$ cat src/rtl/io_bus_arbiter_pkg.sv
// Shared types and constants for the IO register bus arbiter and its benches.
package io_bus_pkg;

  localparam int IO_ADR_W = 14;
  localparam int IO_DAT_W = 16;

  typedef enum logic [1:0] {
    IDLE   = 2'd0,
    ACCESS = 2'd1,
    DONE   = 2'd2
  } arb_state_t;

  typedef enum logic {
    GNT_M0 = 1'b0,
    GNT_M1 = 1'b1
  } grant_t;

  localparam logic [IO_ADR_W-1:0] SYS_LED_IO       = 14'h3F80;
  localparam logic [IO_ADR_W-1:0] SYS_UART_DATA_IO = 14'h3F81;
  localparam logic [IO_ADR_W-1:0] SYS_UART_STAT_IO = 14'h3F82;
  localparam logic [IO_ADR_W-1:0] SYS_TIMER_IO     = 14'h3F84;

endpackage

$ cat src/rtl/io_bus_arbiter_rr_pick.sv
// Two-way chooser: round-robin against the last grant, or m1 wins ties when FIXED_PRI is set.
module io_rr_pick
  import io_bus_pkg::*;
#(
  parameter bit FIXED_PRI = 1'b0
) (
  input  logic [1:0] i_req,
  input  grant_t     i_last_grant,
  output grant_t     o_grant
);

  // Winner of the current request pair; only meaningful when some request is high.
  always_comb begin
    o_grant = GNT_M0;
    case (i_req)
      2'b01:   o_grant = GNT_M0;
      2'b10:   o_grant = GNT_M1;
      2'b11: begin
        if (FIXED_PRI) begin
          o_grant = GNT_M1;
        end else begin
          o_grant = (i_last_grant == GNT_M0) ? GNT_M1 : GNT_M0;
        end
      end
      default: o_grant = GNT_M0;
    endcase
  end

endmodule

$ cat src/rtl/io_bus_arbiter.sv
// Serialises CPU (m0) and debug/DMA (m1) accesses onto the shared 16-bit IO register bus.
module io_bus_arbiter
  import io_bus_pkg::*;
#(
  parameter bit                  FIXED_PRI = 1'b0,
  parameter logic [IO_ADR_W-1:0] IDLE_ADR  = 14'h0000
) (
  input  logic                clk,
  input  logic                rst,
  input  logic                m0_req,
  input  logic                m0_we,
  input  logic [IO_ADR_W-1:0] m0_adr,
  input  logic [IO_DAT_W-1:0] m0_wdata,
  output logic                m0_ack,
  output logic [IO_DAT_W-1:0] m0_rdata,
  input  logic                m1_req,
  input  logic                m1_we,
  input  logic [IO_ADR_W-1:0] m1_adr,
  input  logic [IO_DAT_W-1:0] m1_wdata,
  output logic                m1_ack,
  output logic [IO_DAT_W-1:0] m1_rdata,
  output logic                dma_io_we,
  output logic [IO_ADR_W-1:0] dma_io_wadr,
  output logic [IO_DAT_W-1:0] dma_io_wdata,
  output logic [IO_ADR_W-1:0] dma_io_radr,
  input  logic [IO_DAT_W-1:0] dma_io_rdata
);

  arb_state_t          r_state, w_state_nxt;
  grant_t              r_owner, w_owner_nxt;
  grant_t              r_last_grant, w_last_grant_nxt;
  grant_t              w_pick;
  logic                r_io_we, w_io_we_nxt;
  logic [IO_ADR_W-1:0] r_io_wadr, w_io_wadr_nxt;
  logic [IO_ADR_W-1:0] r_io_radr, w_io_radr_nxt;
  logic [IO_DAT_W-1:0] r_io_wdata, w_io_wdata_nxt;
  logic                r_m0_ack, w_m0_ack_nxt;
  logic                r_m1_ack, w_m1_ack_nxt;
  logic [IO_DAT_W-1:0] r_m0_rdata, w_m0_rdata_nxt;
  logic [IO_DAT_W-1:0] r_m1_rdata, w_m1_rdata_nxt;
  logic                w_any_req;
  logic                w_sel_we;
  logic [IO_ADR_W-1:0] w_sel_adr;
  logic [IO_DAT_W-1:0] w_sel_wdata;

  io_rr_pick #(
    .FIXED_PRI (FIXED_PRI)
  ) u_pick (
    .i_req        ({m1_req, m0_req}),
    .i_last_grant (r_last_grant),
    .o_grant      (w_pick)
  );

  assign w_any_req   = m0_req | m1_req;
  assign w_sel_we    = (w_pick == GNT_M1) ? m1_we    : m0_we;
  assign w_sel_adr   = (w_pick == GNT_M1) ? m1_adr   : m0_adr;
  assign w_sel_wdata = (w_pick == GNT_M1) ? m1_wdata : m0_wdata;

  always_ff @(posedge clk or posedge rst) begin
    if (rst) begin
      r_state <= IDLE;
    end else begin
      r_state <= w_state_nxt;
    end
  end

  always_comb begin
    w_state_nxt = IDLE;
    case (r_state)
      IDLE:    w_state_nxt = w_any_req ? ACCESS : IDLE;
      ACCESS:  w_state_nxt = DONE;
      DONE:    w_state_nxt = IDLE;
      default: w_state_nxt = IDLE;
    endcase
  end

  // Next values of the registered bus/master outputs; request fields are only looked at in IDLE.
  always_comb begin
    w_owner_nxt      = r_owner;
    w_last_grant_nxt = r_last_grant;
    w_io_we_nxt      = r_io_we;
    w_io_wadr_nxt    = r_io_wadr;
    w_io_radr_nxt    = r_io_radr;
    w_io_wdata_nxt   = r_io_wdata;
    w_m0_ack_nxt     = 1'b0;
    w_m1_ack_nxt     = 1'b0;
    w_m0_rdata_nxt   = r_m0_rdata;
    w_m1_rdata_nxt   = r_m1_rdata;
    case (r_state)
      IDLE: begin
        if (w_any_req) begin
          w_owner_nxt    = w_pick;
          w_io_we_nxt    = w_sel_we;
          w_io_wdata_nxt = w_sel_wdata;
          w_io_wadr_nxt  = w_sel_we ? w_sel_adr : IDLE_ADR;
          w_io_radr_nxt  = w_sel_we ? IDLE_ADR  : w_sel_adr;
        end else begin
          w_io_we_nxt    = 1'b0;
        end
      end
      ACCESS: begin
        w_io_we_nxt   = 1'b0;
        w_io_wadr_nxt = IDLE_ADR;
        w_io_radr_nxt = IDLE_ADR;
        if (r_owner == GNT_M1) begin
          w_m1_ack_nxt = 1'b1;
          if (!r_io_we) begin
            w_m1_rdata_nxt = dma_io_rdata;
          end else begin
            w_m1_rdata_nxt = r_m1_rdata;
          end
        end else begin
          w_m0_ack_nxt = 1'b1;
          if (!r_io_we) begin
            w_m0_rdata_nxt = dma_io_rdata;
          end else begin
            w_m0_rdata_nxt = r_m0_rdata;
          end
        end
      end
      DONE: begin
        w_last_grant_nxt = r_owner;
      end
      default: begin
        w_io_we_nxt   = 1'b0;
        w_io_wadr_nxt = IDLE_ADR;
        w_io_radr_nxt = IDLE_ADR;
      end
    endcase
  end

  always_ff @(posedge clk or posedge rst) begin
    if (rst) begin
      r_owner      <= GNT_M0;
      r_last_grant <= GNT_M1;
      r_io_we      <= 1'b0;
      r_io_wadr    <= IDLE_ADR;
      r_io_radr    <= IDLE_ADR;
      r_io_wdata   <= 16'h0000;
      r_m0_ack     <= 1'b0;
      r_m1_ack     <= 1'b0;
      r_m0_rdata   <= 16'h0000;
      r_m1_rdata   <= 16'h0000;
    end else begin
      r_owner      <= w_owner_nxt;
      r_last_grant <= w_last_grant_nxt;
      r_io_we      <= w_io_we_nxt;
      r_io_wadr    <= w_io_wadr_nxt;
      r_io_radr    <= w_io_radr_nxt;
      r_io_wdata   <= w_io_wdata_nxt;
      r_m0_ack     <= w_m0_ack_nxt;
      r_m1_ack     <= w_m1_ack_nxt;
      r_m0_rdata   <= w_m0_rdata_nxt;
      r_m1_rdata   <= w_m1_rdata_nxt;
    end
  end

  assign dma_io_we    = r_io_we;
  assign dma_io_wadr  = r_io_wadr;
  assign dma_io_radr  = r_io_radr;
  assign dma_io_wdata = r_io_wdata;
  assign m0_ack       = r_m0_ack;
  assign m1_ack       = r_m1_ack;
  assign m0_rdata     = r_m0_rdata;
  assign m1_rdata     = r_m1_rdata;

endmodule

$ cat config.mk
export PLATFORM = sky130hd
export DESIGN_NAME = io_bus_arbiter
export DESIGN_NICKNAME = d
export VERILOG_FILES = /design/src/rtl/io_bus_arbiter_pkg.sv /design/src/rtl/io_bus_arbiter_rr_pick.sv /design/src/rtl/io_bus_arbiter.sv
export SDC_FILE = /design/constraint.sdc
export NUM_CORES = 1
export LEC_CHECK = 0
export ABC_AREA = 1
export BUFFER_PORTS_ARGS = -buffer_cell sky130_fd_sc_hd__buf_2
export CELL_PAD_IN_SITES_DETAIL_PLACEMENT = 1
export CELL_PAD_IN_SITES_GLOBAL_PLACEMENT = 2
export CORE_MARGIN = 2
export CORE_UTILIZATION = 26
export DETAILED_ROUTE_END_ITERATION = 16
export GPL_TIMING_DRIVEN = 0
export PLACE_DENSITY_LB_ADDON = 0.1
export SKIP_CTS_REPAIR_TIMING = 1
export SLEW_MARGIN = 10
export SYNTH_ARGS = -nofsm -noshare
export SYNTH_HDL_FRONTEND = slang
export SYNTH_SLANG_ARGS = --single-unit
$ cat constraint.sdc
create_clock -name clk -period 3.8 [get_ports clk]
set_input_delay 1.14 -clock clk [delete_from_list [all_inputs] [get_ports clk]]
set_output_delay 1.14 -clock clk [all_outputs]
set_load 0.02 [all_outputs]
==> results.toml <==
[floorplan]
die_h_um = 123
start_util_pct = 26.6
ios = 161
row_count = 43
die_w_um = 123
die_area_um2 = 15200
design.core.area_um2 = 13900

[synthesis]
synth_edf_count = 0
postSynthCellCount = 444
synth_warnings = 0
ys_seq_area_share_pct = 56.3
syn_nets = 526
syn_area_um2 = 3690
ys.flop_type = "dfrtp_1"
ys_ff_latch = 83
synthArstFlopShare_pct = 100
syn_avg_cell_area_um2 = 8.31
synth_cell_types = 20

[detailed_routing]
wl_per_cell_um = 14.7
top_layer = "met4"
via_per_inst = 4.39
drc = 0
drtIter0Drc = 128
met2_length_um = 5550
dr_wl_met3_um = 701
routed_wl_um = 11800
dr.pass1.iters = 4
vias = 3512
detail-route-antenna-nets = 0
wl_met1_um = 5400

[setup_path]
cp_cell_sequence = "buf_2"
crit_type = "reg2out"
crit_path_top_delay_cell = "dfrtp_1"
reg2reg_to = "dma_io_radr[7]$_DFFE_PP0P_"
crit_cells = 1
crit_buf_inv = 1
cp-endpoint = "dma_io_radr[10]"
critPathTopFamily = "flip-flops"
critical_path.startpoint = "dma_io_radr[10]$_DFFE_PP0P_"
r2r_start = "r_last_grant$_DFFE_PP1N_"
worstPathRequired_ps = 2660
max_stage_delay_ps = 400
start_kind = "flop"
arrival_ps = 900
reg2reg_depth = 7
endpoint_kind = "primary output"
r2r_slack_ps = 2300
cp_max_fo = 2

[clock_network]
clockBufferDepth = 2
cts_max_level = 3
root_buffer = "clkbuf_16"
cts.sinks = 83
cts_buffers = 9
tritoncts = "built"
clk_latency_ps = 340
clk_pin_slew_worst_paths_ps = 60

[outcome]
status = "finished clean"

[final_layout]
final_cell_mix = "203 x nand2_1, 172 x buf_2, 82 x dfrtp_1"
layout_commonest_cell = "nand2_1"
multi_input_area_um2 = 1340
antenna_cells = 0
seqCellArea_um2 = 2080
nNetsFinal = 697
fill_cells = 1720
syn2layout_area_growth_pct = 36.6
final_layout_size_suffix_gt1_share_pct = 33.9

[power]
p_leak_nw = 2.95
pwr_density_cell_nw_per_um2 = 822
clkPwrFrac_pct = 21.9
switchingPower_w = 0.00176
combPwrFrac_pct = 43.4
seqPwrFrac_pct = 34.8
internal-power_w = 0.00238
p_sw_share_pct = 42.5
peakVddDrop_mv = 0.329

[timing]
hold_viol_final = 0
rsz0062_at_grt = "no"
fmax_ghz = 0.491
fin_crit_ps = 2040
setup_violations = 0
fin_crit_sh_pct = 53.6
maxSlewHeadroom_pct = 54.4
hold_slack_ps = 476
setup_tns_ps = 0
finClkSkew_ps = 4.96
slew_violations = 0
worstMarginPinSlew_ps = 685

[global_routing]
grt_pass1_vias = 3616
grt.overflow.total = 0
track_usage_pct = 16.4
grt_max_degree = 54
antenna_found_initial = 0
grt_first_pass_wirelength_um = 18900

[placement]
finalWeightedCongestion = 0.727
io_buffers = 159
hpwlAfterDp_um = 8650

[min_path]
min_path_type = "reg2reg"

[job]
maxCapViolCount = 0
## cell families after synthesis
| logic type | after synthesis | share of synthesized area (%) |
|---|---|---|
| AND/OR/NAND/NOR | 273 | 31.1 |
| flip-flops | 83 | 56.3 |
| buffers and inverters | 52 | 7.33 |
| AO/OA/AOI/OAI | 36 | 5.19 |
## Yosys cell counts (2+ instances only)
library cell	count	area [um^2]
clkbuf_1	4	15.0
nand3_1	60	300
nor2_1	2	7.51
nand3_2	2	20.0
buf_6	7	78.8
dfrtp_1	82	2050
nand2_1	203	762
inv_1	24	90.1
inv_2	2	7.51
nand2_2	3	18.8
o21ai_0	10	50.1
buf_2	13	65.1
o21ai_1	25	125
## power groups by stage
stage                     Sequential (W)  Clock (W)  Combinational [W]
after floorplan                  0.00185          0           0.000752
after global placement           0.00144          0            0.00182
after detailed placement         0.00145          0            0.00184
after CTS                        0.00145   0.000933            0.00185
after global routing             0.00149   0.000976            0.00201
final                            0.00144   0.000904            0.00180
## layer usage
| layer | up-vias | track usage (%) |
|---|---|---|
| met2 | 89 | 26.7 |
| met4 | 0 | 5.33 |
| met1 | 1677 | 21.2 |
| met5 | - | 0 |
| li1 | 1737 | - |
| met3 | 9 | 4.29 |
## stage by stage
step	util (%)	instances	cell area (um^2)	power (W)	setup slack, ps
floorplan	-	444	3690	0.00260	525
global placement	33.9	783	4710	0.00327	-667
detailed placement	34.1	784	4730	0.00330	1480
CTS	36.3	800	5040	0.00423	1750
global route	36.3	800	5040	0.00447	1710
finish	36.3	800	5040	0.00414	1760
## registers in the layout, summed over array words and instances, names as in the netlist, 2 cells and up
| signal | count |
|---|---|
| dma_io_radr | 14 |
| dma_io_wadr | 14 |
| dma_io_wdata | 16 |
| m0_rdata | 16 |
| m1_rdata | 16 |
| r_state | 2 |
## worst min-delay path by stage
stage / from / to / slack, ps / cells after the start
after global placement: dma_io_radr[2]$_DFFE_PP0P_ / dma_io_radr[2]$_DFFE_PP0P_ / 460 / 2
after detailed placement: dma_io_radr[13]$_DFFE_PP0P_ / dma_io_radr[13]$_DFFE_PP0P_ / 460 / 2
final: dma_io_radr[13]$_DFFE_PP0P_ / dma_io_radr[13]$_DFFE_PP0P_ / 480 / 2
after global routing: dma_io_radr[13]$_DFFE_PP0P_ / dma_io_radr[13]$_DFFE_PP0P_ / 490 / 2
after CTS: dma_io_radr[13]$_DFFE_PP0P_ / dma_io_radr[13]$_DFFE_PP0P_ / 480 / 2
after floorplan: r_owner$_DFFE_PP0P_ / m0_ack$_DFF_PP0_ / 460 / 1
## area by class of cell
cell class | count | area share, %
multi-input combinational | 309 | 26.6
tap | 180 | 4.47
sequential | 83 | 41.3
timing repair buffer | 160 | 16.2
clock inverter | 4 | 0.969
inverter | 27 | 2.11
clock buffer | 12 | 5.09
buffer | 25 | 3.30
## worst reg2reg max path, stage by stage (launching register included)
cell and delay (ps):
dfstp_2 540, nand2_2 100, nand2_2 120, nand2_1 60, nand2_1 150, buf_2 280
nand3_1 110, nand2_1 70
No activity file was read; power rests on OpenSTA's default activity.
